**config.mk**
```make
export PLATFORM = sky130hd
export DESIGN_NAME = mmio_out_bank
export DESIGN_NICKNAME = d
export VERILOG_FILES = /design/src/rtl/mmio_out_bank_pkg.sv /design/src/rtl/mmio_out_bank_byte_merge.sv /design/src/rtl/mmio_out_bank.sv
export SDC_FILE = /design/constraint.sdc
export NUM_CORES = 1
export LEC_CHECK = 0
export CELL_PAD_IN_SITES_DETAIL_PLACEMENT = 1
export CELL_PAD_IN_SITES_GLOBAL_PLACEMENT = 1
export CORE_MARGIN = 1.5
export CORE_UTILIZATION = 49
export CTS_BUF_LIST = sky130_fd_sc_hd__clkbuf_8
export DETAILED_ROUTE_END_ITERATION = 12
export GPL_TIMING_DRIVEN = 0
export HOLD_SLACK_MARGIN = 0.12
export PLACE_DENSITY_LB_ADDON = 0.05
export SYNTH_ARGS = -nofsm -noshare
export SYNTH_HDL_FRONTEND = slang
export SYNTH_SLANG_ARGS = --single-unit
```
**constraint.sdc**
```tcl
create_clock -name clk -period 25.3 [get_ports clk]
set_clock_uncertainty 0.05 [all_clocks]
set_input_delay 5.06 -clock clk [delete_from_list [all_inputs] [get_ports clk]]
set_output_delay 5.06 -clock clk [all_outputs]
set_load 0.01 [all_outputs]
```
**src/rtl/mmio_out_bank_pkg.sv**
```systemverilog
// -----------------------------------------------------------------------------
// mmio_out_bank_pkg
// Shared definitions for the MMIO output bank: the write-operation encoding
// carried on wr_op, the bit positions inside the CTRL register, and the
// address stride between consecutive channel shadow registers.
// -----------------------------------------------------------------------------
package mmio_out_bank_pkg;

   // Read-modify-write flavours a channel write can perform on enabled bytes
   typedef enum logic [1:0] {
      OP_WR  = 2'b00,
      OP_SET = 2'b01,
      OP_CLR = 2'b10,
      OP_TGL = 2'b11
   } wrOp_e;

   // CTRL write bits: bit0 requests a commit, bit1 is the AUTO mode flag
   localparam int CTRL_COMMIT = 0;
   localparam int CTRL_AUTO   = 1;

   // Byte distance between consecutive channel registers in the address map
   localparam int CH_STRIDE = 4;

endpackage

```
**src/rtl/mmio_out_bank_byte_merge.sv**
```systemverilog
// -----------------------------------------------------------------------------
// mmio_byte_merge
// Purely combinational byte-granular merge of a bus write into an existing
// register value.  Each byte with its enable set is replaced, OR-ed, AND-ed
// with the inverted mask, or XOR-ed according to op; disabled bytes pass
// through unchanged.
//
// Ports
//   oldVal  in  DATA_W    current register contents
//   data    in  DATA_W    write data, or bit mask for set/clear/toggle
//   be      in  DATA_W/8  byte enables
//   op      in  wrOp_e    operation selector
//   newVal  out DATA_W    merged result
// -----------------------------------------------------------------------------
module mmio_byte_merge
   import mmio_out_bank_pkg::*;
#(
   parameter int DATA_W = 32
) (
   input  logic [DATA_W-1:0]   oldVal,
   input  logic [DATA_W-1:0]   data,
   input  logic [DATA_W/8-1:0] be,
   input  wrOp_e               op,
   output logic [DATA_W-1:0]   newVal
);

   localparam int NBytes = DATA_W / 8;

   // Start from the old value so that bytes without an enable are untouched,
   // then apply the selected operation byte by byte where enabled.
   always_comb begin
      newVal = oldVal;
      for (int b = 0; b < NBytes; b++) begin
         if (be[b]) begin
            case (op)
               OP_WR:  newVal[b*8 +: 8] = data[b*8 +: 8];
               OP_SET: newVal[b*8 +: 8] = oldVal[b*8 +: 8] | data[b*8 +: 8];
               OP_CLR: newVal[b*8 +: 8] = oldVal[b*8 +: 8] & ~data[b*8 +: 8];
               OP_TGL: newVal[b*8 +: 8] = oldVal[b*8 +: 8] ^ data[b*8 +: 8];
               default: newVal[b*8 +: 8] = oldVal[b*8 +: 8];
            endcase
         end
      end
   end

endmodule

```
**src/rtl/mmio_out_bank.sv**
```systemverilog
// -----------------------------------------------------------------------------
// mmio_out_bank
// Bank of N_CH memory-mapped output channels with shadow/commit semantics.
// Bus writes land in per-channel shadow registers; the visible outputs
// (ch_out) only change on a commit, unless AUTO mode is on, in which case
// every channel write is committed at the same edge.
//
// Address map (relative to BASE_ADDR, stride 4):
//   channel i : BASE_ADDR + 4*i
//   CTRL      : BASE_ADDR + 4*N_CH
//     write: bit0 = commit request, bit1 = AUTO (only when wr_be[0] is set)
//     read : bit0 = AUTO, bit1 = pending
//
// Ports
//   clk          in   clock, all state on rising edge
//   rst          in   synchronous active-high reset
//   wr_en        in   write strobe
//   wr_op        in   00 write, 01 set, 10 clear, 11 toggle
//   addr         in   shared read/write address
//   wr_data      in   write data or bit mask
//   wr_be        in   byte enables
//   rd_en        in   read strobe
//   rd_data      out  read result (zero when rd_valid is low)
//   rd_valid     out  read result valid, one cycle after rd_en
//   ch_out       out  committed channel values, channel i at [i*DATA_W +: DATA_W]
//   pending      out  shadow registers hold uncommitted writes
//   commit_pulse out  one-cycle pulse when ch_out updates
//   err          out  one-cycle pulse after an access to an unmapped address
// -----------------------------------------------------------------------------
module mmio_out_bank
   import mmio_out_bank_pkg::*;
#(
   parameter int                N_CH      = 3,
   parameter int                DATA_W    = 32,
   parameter int                ADDR_W    = 8,
   parameter logic [ADDR_W-1:0] BASE_ADDR = 8'h60
) (
   input  logic                     clk,
   input  logic                     rst,
   input  logic                     wr_en,
   input  logic [1:0]               wr_op,
   input  logic [ADDR_W-1:0]        addr,
   input  logic [DATA_W-1:0]        wr_data,
   input  logic [DATA_W/8-1:0]      wr_be,
   input  logic                     rd_en,
   output logic [DATA_W-1:0]        rd_data,
   output logic                     rd_valid,
   output logic [N_CH*DATA_W-1:0]   ch_out,
   output logic                     pending,
   output logic                     commit_pulse,
   output logic                     err
);

   localparam int StrideLog = $clog2(CH_STRIDE);
   localparam int SlotW     = ADDR_W - StrideLog;

   logic [ADDR_W-1:0] offset;
   logic [SlotW-1:0]  slot;
   logic              aligned;
   logic              chHit;
   logic              ctrlHit;

   logic [DATA_W-1:0] shadow     [N_CH];
   logic [DATA_W-1:0] shadowNext [N_CH];
   logic [DATA_W-1:0] merged     [N_CH];
   logic [DATA_W-1:0] chReg      [N_CH];
   logic [N_CH-1:0]   wrHit;

   logic              chWrite;
   logic              ctrlWrite;
   logic              doCommit;
   logic              autoUpdate;
   logic              autoOn;
   logic              pendingReg;
   logic [DATA_W-1:0] readVal;
   logic [DATA_W-1:0] rdDataReg;
   logic              rdValidReg;
   logic              commitPulseReg;
   logic              errReg;

   // Address decode: the offset from BASE_ADDR must be stride-aligned, and
   // the slot number then selects a channel or, one past the last channel,
   // the CTRL register.  Anything else is unmapped.
   assign offset  = addr - BASE_ADDR;
   assign slot    = offset[ADDR_W-1:StrideLog];
   assign aligned = (offset[StrideLog-1:0] == '0);
   assign chHit   = aligned && (int'(slot) < N_CH);
   assign ctrlHit = aligned && (int'(slot) == N_CH);

   // A write with no byte enables is a no-op and must not look like a write
   // for pending/AUTO purposes, hence the |wr_be qualifier.
   assign chWrite   = |wrHit;
   assign ctrlWrite = wr_en && ctrlHit && wr_be[0];

   // Commit either on an explicit request, or implicitly when AUTO is being
   // switched on while uncommitted writes are sitting in the shadows.
   assign doCommit   = ctrlWrite &&
                       (wr_data[CTRL_COMMIT] ||
                        (wr_data[CTRL_AUTO] && !autoOn && pendingReg));
   assign autoUpdate = chWrite && autoOn;

   // One merge unit per channel; the shadow's next value is the merge result
   // only for the channel actually addressed this cycle.
   for (genvar i = 0; i < N_CH; i++) begin : gCh
      assign wrHit[i] = wr_en && chHit && (int'(slot) == i) && (|wr_be);

      mmio_byte_merge #(
         .DATA_W (DATA_W)
      ) uMerge (
         .oldVal (shadow[i]),
         .data   (wr_data),
         .be     (wr_be),
         .op     (wrOp_e'(wr_op)),
         .newVal (merged[i])
      );

      assign shadowNext[i]               = wrHit[i] ? merged[i] : shadow[i];
      assign ch_out[i*DATA_W +: DATA_W]  = chReg[i];
   end

   // Read mux built from the current (pre-write) state, so a read and write
   // to the same address in one cycle returns the old value.  CTRL reads
   // back AUTO in bit0 and pending in bit1.
   always_comb begin
      readVal = '0;
      if (ctrlHit) begin
         readVal[0] = autoOn;
         readVal[1] = pendingReg;
      end
      for (int i = 0; i < N_CH; i++) begin
         if (chHit && (int'(slot) == i)) begin
            readVal = shadow[i];
         end
      end
   end

   // Main state register.  Reset wins over everything.  A commit (explicit,
   // implicit or AUTO-driven) copies the post-write shadows to the outputs,
   // so in AUTO mode the written channel appears on ch_out at the same edge.
   // A channel write in manual mode marks the bank as pending.
   always_ff @(posedge clk) begin
      if (rst) begin
         for (int i = 0; i < N_CH; i++) begin
            shadow[i] <= '0;
            chReg[i]  <= '0;
         end
         autoOn         <= 1'b0;
         pendingReg     <= 1'b0;
         rdDataReg      <= '0;
         rdValidReg     <= 1'b0;
         commitPulseReg <= 1'b0;
         errReg         <= 1'b0;
      end else begin
         rdValidReg     <= rd_en;
         rdDataReg      <= rd_en ? readVal : '0;
         errReg         <= (wr_en || rd_en) && !(chHit || ctrlHit);
         commitPulseReg <= doCommit || autoUpdate;

         for (int i = 0; i < N_CH; i++) begin
            shadow[i] <= shadowNext[i];
         end

         if (doCommit || autoUpdate) begin
            for (int i = 0; i < N_CH; i++) begin
               chReg[i] <= shadowNext[i];
            end
         end

         if (ctrlWrite) begin
            autoOn <= wr_data[CTRL_AUTO];
         end

         if (doCommit) begin
            pendingReg <= 1'b0;
         end else if (chWrite && !autoOn) begin
            pendingReg <= 1'b1;
         end
      end
   end

   assign rd_data      = rdDataReg;
   assign rd_valid     = rdValidReg;
   assign pending      = pendingReg;
   assign commit_pulse = commitPulseReg;
   assign err          = errReg;

endmodule

```
==> results of run 1 <==
logic make-up after synthesis:
group	count (synthesis)
flip-flops	229
AND/OR/NAND/NOR	355
buffers and inverters	291
multiplexers	192
XOR/XNOR	1
AO/OA/AOI/OAI	42
adder cells (fa/ha/maj)	193
power groups by stage:
stage / logic (W) / clock network, W / registers, W
2_1_floorplan: 0.0000570 / 0 / 0.000405
3_3_place_gp: 0.0000978 / 0 / 0.000403
3_5_place_dp: 0.000104 / 0 / 0.000399
4_1_cts: 0.000105 / 0.000378 / 0.000392
5_1_grt: 0.000113 / 0.000395 / 0.000392
6_report: 0.000105 / 0.000373 / 0.000392
synth_stat cells (all sizes together):
cell,count,area share
a2111o,1,0.00080
xor2,1,0.0012
and4,1,0.00062
mux2i,96,0.068
nor4bb,1,0.00071
buf,32,0.013
nand4,13,0.011
or2,1,0.00044
a211oi,1,0.00053
ha,193,0.17
nand2,3,0.00097
clkbuf,33,0.0088
nand3,4,0.0014
nor2b,2,0.00088
nor4,2,0.0019
inv,226,0.060
mux4,96,0.15
dfxtp,133,0.19
a21o,1,0.00053
nor4b,2,0.0034
o21a,1,0.00053
nor2,289,0.082
o41ai,1,0.00062
nor3b,1,0.00053
a21oi,34,0.012
nor3,32,0.011
and2,1,0.00044
o31ai,1,0.00053
nand3b,1,0.00053
edfxtp,96,0.20
or4,2,0.0011
o22ai,2,0.00088
sequential cells by signal, indices dropped and copies added (netlist names):
name	cells
chReg	96
shadow	96
rd_data	32
autoOn	1
commit_pulse	1
err	1
pending	1
rd_valid	1
worst min path at each step:
stage,to,slack (ps)
global placement,rd_data[17],460
global route,rd_data[24],490
CTS,rd_data[24],480
floorplan,autoOn,440
finish,rd_data[12],480
detailed placement,rd_data[12],480
worst max-delay path: cells and delay by family:
family | cells | cell delay, ps
AOI/OAI and AO/OA | 2 | 260
adders and majority gates | 1 | 330
buffers and inverters | 7 | 1920
and+or+nand+nor | 2 | 690
cell type report:
class / count / area, sq um / area share
Multi-Input combinational cell: 783 / 7450 / 0.428
Tap cell: 384 / 480 / 0.0276
Antenna cell: 4 / 10.0 / 0.000575
Buffer: 65 / 305 / 0.0175
Timing Repair Buffer: 191 / 1880 / 0.108
Inverter: 226 / 848 / 0.0487
Sequential cell: 229 / 5550 / 0.319
Clock buffer: 50 / 688 / 0.0395
Clock inverter: 28 / 191 / 0.0110
through the flow:
stage,cell area [sq um],instances,worst slack (ps),total power [W]
CTS,17400,1956,17240,0.000875
global placement,16400,1865,2800,0.000501
global route,17400,1958,17130,0.000900
detailed placement,16500,1878,16650,0.000504
finish,17400,1960,17230,0.000870
floorplan,14100,1303,8830,0.000462
layer usage:
| layer | wire length (microns) | vias to the layer above | GRT usage |
|---|---|---|---|
| li1 | - | 4858 | - |
| met1 | 18200 | 5442 | 0.363 |
| met2 | 20800 | 306 | 0.491 |
| met3 | 1950 | 94 | 0.0473 |
| met4 | 1320 | 2 | 0.110 |
| met5 | 17 | - | 0 |
==> run_results.csv, run 1 <==
group,metric,value,unit
logic_synthesis,synth_top_family_by_area,"multiplexers",
clock_network,clk_root_buffer_cell,"clkbuf_8",
logic_synthesis,synth_compound_area_frac,0.0165,
clock_network,path_clk_slew,60,ps
grt,grt_use_total,0.286,
setup_path,crit_chain,"clkdlybuf4s50_1 -> ha_1 -> nor4bb_1 -> buf_2 -> buf_2 -> and4_1 -> a21oi_1 -> o41ai_2 -> buf_4 -> buf_4 -> buf_4 -> buf_4",
logic_synthesis,synth_seq_area_share,0.392,
clock_network,postCtsSetupBuffers,0,
power_and_ir_drop,p_per_area,50.0,nW/um^2
grt,grt_pass1_wl,65700,microns
sta,fin_crit_sh,0.319,
final_layout,drive_gt1_frac,0.155,
sta,setup_viol,0,
logic_synthesis,synth_cells,1303,
floorplan,chipHeight,173,microns
setup_path,worstRegToRegCells,6,
power_and_ir_drop,vdd_ir_drop_max,36.9,uV
logic_synthesis,syn_area_per_cell,10.9,sq um
power_and_ir_drop,p_leak,8.03,nW
logic_synthesis,ys_types,39,
placed_design,io_buffers,178,
final_layout,fin_nets,1781,
logic_synthesis,ys_ff_latch,229,
route,ant_nets,0,
power_and_ir_drop,power_switching,0.000221,W
grt,grt_pass1_vias,11600,
sta,setup_tns,0,ps
setup_path,start_kind,"input port",
power_and_ir_drop,intPower,0.000649,W
final_layout,syn2layout_area_growth,23.1,%
flow_run,drv_cap,0,
clock_network,clock_latency,560,ps
final_layout,utilization,0.610,
sta,timing.hold.ws,481,ps
final_layout,most-common-layout-cells,"nor2_1, inv_1, ha_1",
min_path,hp-class,"reg2reg",
floorplan,die_x,173,microns
setup_path,max_stage_delay,460,ps
sta,finalHoldViolations,0,
floorplan,num_rows,62,
sta,tightest_slew,1020,ps
clock_network,cts_resized,0,
sta,rsz0062_at_grt,"no",
placed_design,place_congestion,0.815,
floorplan,initial_utilization,0.495,
logic_synthesis,syn_nets,1546,
logic_synthesis,syn_area,14100,sq um
floorplan,die_area,29900,sq um
setup_path,crit_path_end_kind,"flop",
clock_network,postCtsHoldBufs,0,
floorplan,io_pins,182,
route,viasPerCell,5.46,
setup_path,criticalPathCategory,"in2reg",
setup_path,reg2reg_to,"chReg[0][49]",
power_and_ir_drop,clock_power_share,0.429,
sta,max_freq,0.124,GHz
logic_synthesis,yosys.area_share.adder,0.171,
setup_path,required,25510,ps
route,routed_wl,42300,microns
power_and_ir_drop,power_frac_seq,0.450,
logic_synthesis,ys_warn_count,0,
setup_path,crit_arrival,8280,ps
min_path,min_path_cells,2,
setup_path,r2r_start,"autoOn",
route,drcViolationCount,0,
grt,antenna_found_initial,4,
final_layout,final_common_cell,"nor2_1",
grt,grt_start_max_net_pins,12,
floorplan,coreArea,28500,sq um
setup_path,crit_top_cell,"buf_4",
setup_path,setup.worst_path.end,"chReg[0][49]",
sta,period_needed,8070,ps
clock_network,clock_path_buffers,3,
clock_network,htree_levels,2,
route,post_drt_wl_per_cell,21.6,microns
logic_synthesis,yosys.area_share.simple,0.117,
grt,grt_overflow,0,
final_layout,fill_cells,3114,
setup_path,critical_path.slowest_cell,"nor4bb_1",
min_path,min_from,"shadow[0][76]",
clock_network,tritoncts,"yes",
route,initialDrtViolationCount,649,
route,vias,10700,
clock_network,cts.sinks,229,
setup_path,cp-startpoint,"addr[5]",
placed_design,dp_hpwl,30500,microns
outcome,status,"complete, no violations",
sta,relSlewSlack,0.320,
power_and_ir_drop,swShare,0.254,
setup_path,cp_max_fo,10,
clock_network,numCtsBuffers,42,
sta,slew_violations,0,
logic_synthesis,synth-xor-area-share,0.00115,
logic_synthesis,synthMuxAreaShare,0.221,
setup_path,rrSetupSlack,22860,ps
power_and_ir_drop,combPwrFrac,0.121,
route,dr.pass1.iters,6,
Note: power is estimated with default switching activity, not from simulation.
==> inputs of run 2 (changes only) <==
CORE_UTILIZATION = 46   (was 49)
clock period = 8 ns   (was 25.3 ns; I/O delays follow)
==> run 2 against run 1 <==
  * Cell count up 0.15%
  * Design area about the same
  * Via count decreased by 2.3%
  * Critical path type unchanged
  * Worst setup slack worse by 14000 ps
  * Core utilization decreased by 3.7 points
  * Hold slack improved by 2.5 ps
  * Sequential share of layout area is essentially flat
  * Combinational power rose to 3.1 times the previous value
  * First-iteration DRC count shrank 13%
  * Non-clock buffer count down 5
  * Register-to-register slack got worse by 17000 ps
==> run_results.csv, run 2 (same netlist as run 1, synthesis figures left out) <==
group,metric,value,unit
outcome,status,"complete, no violations",
final_layout,final_common_cell,"nor2_1",
sta,finalHoldViolations,0,
clock_network,tritoncts,"yes",
final_layout,register_area,5550,sq um
placed_design,place_area,16500,sq um
floorplan,coreArea,30400,sq um
final_layout,fill_cells,3303,
clock_network,cts.sinks,229,
grt,grt_pass1_vias,11100,
clock_network,htree_levels,2,
route,post_drt_wl_per_cell,20.9,microns
clock_network,path_clk_slew,70,ps
sta,tightest_slew,952,ps
floorplan,die_area,31800,sq um
sta,max_freq,0.234,GHz
placed_design,post-place-cells,1885,
clock_network,postCtsSetupBuffers,0,
clock_network,cts_resized,0,
route,initialDrtViolationCount,564,
final_layout,fin_nets,1775,
setup_path,worstRegToRegCells,5,
sta,relSlewSlack,0.365,
sta,setup_viol,0,
power_and_ir_drop,power_switching,0.000696,W
floorplan,chipHeight,178,microns
grt,grt_use_total,0.267,
setup_path,rrSetupSlack,5800,ps
final_layout,drive_gt1_frac,0.152,
sta,fin_crit_sh,0.534,
setup_path,criticalPathCategory,"in2reg",
final_layout,final_area,17400,sq um
power_and_ir_drop,vdd_ir_drop_max,125,uV
power_and_ir_drop,clock_power_share,0.431,
clock_network,numCtsBuffers,41,
power_and_ir_drop,intPower,0.00206,W
sta,setup_tns,0,ps
route,viasPerCell,5.33,
route,dr.pass1.iters,5,
power_and_ir_drop,combPwrFrac,0.119,
clock_network,clock_path_buffers,3,
power_and_ir_drop,swShare,0.253,
power_and_ir_drop,p_per_area,158,nW/um^2
final_layout,utilization,0.572,
floorplan,initial_utilization,0.465,
route,routed_wl,41100,microns
final_layout,most-common-layout-cells,"nor2_1, inv_1, ha_1",
clock_network,postCtsHoldBufs,0,
min_path,min_to,"rd_data[31]",
sta,slew_violations,0,
final_layout,fin_cells,1963,
flow_run,drv_cap,0,
floorplan,io_pins,182,
route,drcViolationCount,0,
setup_path,required,8200,ps
route,ant_nets,0,
placed_design,io_buffers,178,
floorplan,die_x,178,microns
min_path,min_from,"shadow[0][95]",
setup_path,r2r_start,"autoOn",
grt,antenna_found_initial,4,
min_path,min_path_cells,2,
floorplan,num_rows,64,
power_and_ir_drop,p_leak,8.01,nW
grt,grt_overflow,0,
setup_path,reg2reg_to,"chReg[0][58]",
placed_design,place_congestion,0.798,
setup_path,start_kind,"input port",
min_path,hp-class,"reg2reg",
sta,period_needed,4270,ps
setup_path,cp_max_fo,16,
power_and_ir_drop,power_frac_seq,0.450,
clock_network,clk_root_buffer_cell,"clkbuf_8",
setup_path,crit_path_end_kind,"flop",
route,vias,10500,
sta,rsz0062_at_grt,"no",
clock_network,clock_latency,560,ps
grt,grt_start_max_net_pins,17,
final_layout,multiInputGateArea,7460,sq um
placed_design,dp_hpwl,29900,microns
grt,grt_pass1_wl,63500,microns
setup_path,crit_arrival,4470,ps
final_layout,syn2layout_area_growth,23.1,%
## run 2: changes by cell type in the layout (fill, tap and decap cells not counted), moves of 2 or more
cell        previous run  this run
clkbuf_8              50        47
buf_8                  0         2
clkinvlp_4             0         2
inv_1                241       238
buf_6                  5        10
buf_4                 13         1
## run 2: worst max-delay path by stage
stage            start            to  cells after the start
2_1_floorplan  addr[5]   chReg[0][0]                      5
3_3_place_gp   addr[5]  chReg[0][93]                      6
3_5_place_dp   addr[5]  chReg[0][29]                      9
4_1_cts        addr[5]  chReg[0][60]                      9
5_1_grt        addr[5]  chReg[0][28]                      9
6_report       addr[5]  chReg[0][58]                      9
## run 2: metrics by stage
stage / hold slack [ps] / power, W / setup WS, ps
after floorplan: 446 / 0.00146 / 1830
after global placement: 469 / 0.00158 / -377
after detailed placement: 468 / 0.00159 / 3160
after CTS: 483 / 0.00278 / 3750
after global routing: 517 / 0.00286 / 3620
final: 484 / 0.00275 / 3730
## run 2: power by group through the flow
| stage | logic [W] | registers [W] | clock network [W] |
|---|---|---|---|
| finish | 0.000328 | 0.00124 | 0.00119 |
| global placement | 0.000312 | 0.00127 | 0 |
| CTS | 0.000331 | 0.00124 | 0.00121 |
| detailed placement | 0.000329 | 0.00126 | 0 |
| floorplan | 0.000181 | 0.00128 | 0 |
| global route | 0.000358 | 0.00124 | 0.00127 |
## run 2: final cells by class
cell class	instances	area share
Timing Repair Buffer	186	0.108
Multi-Input combinational cell	783	0.428
Antenna cell	3	0.000431
Sequential cell	229	0.318
Buffer	65	0.0175
Clock inverter	28	0.0129
Inverter	226	0.0487
Clock buffer	47	0.0371
Tap cell	396	0.0285
## run 2: critical path, stage by stage
cell	delay [ps]
clkdlybuf4s50_1	510
ha_1	350
nor4bb_1	280
buf_2	260
nand2_2	120
o41ai_4	720
buf_6	240
buf_6	200
buf_8	180
## run 2: per-layer routing
layer,vias up,wire (microns),GRT usage
met4,2,1110,0.0899
li1,4838,-,-
met5,-,17,0
met1,5281,17900,0.345
met2,264,20100,0.454
met3,72,1920,0.0431
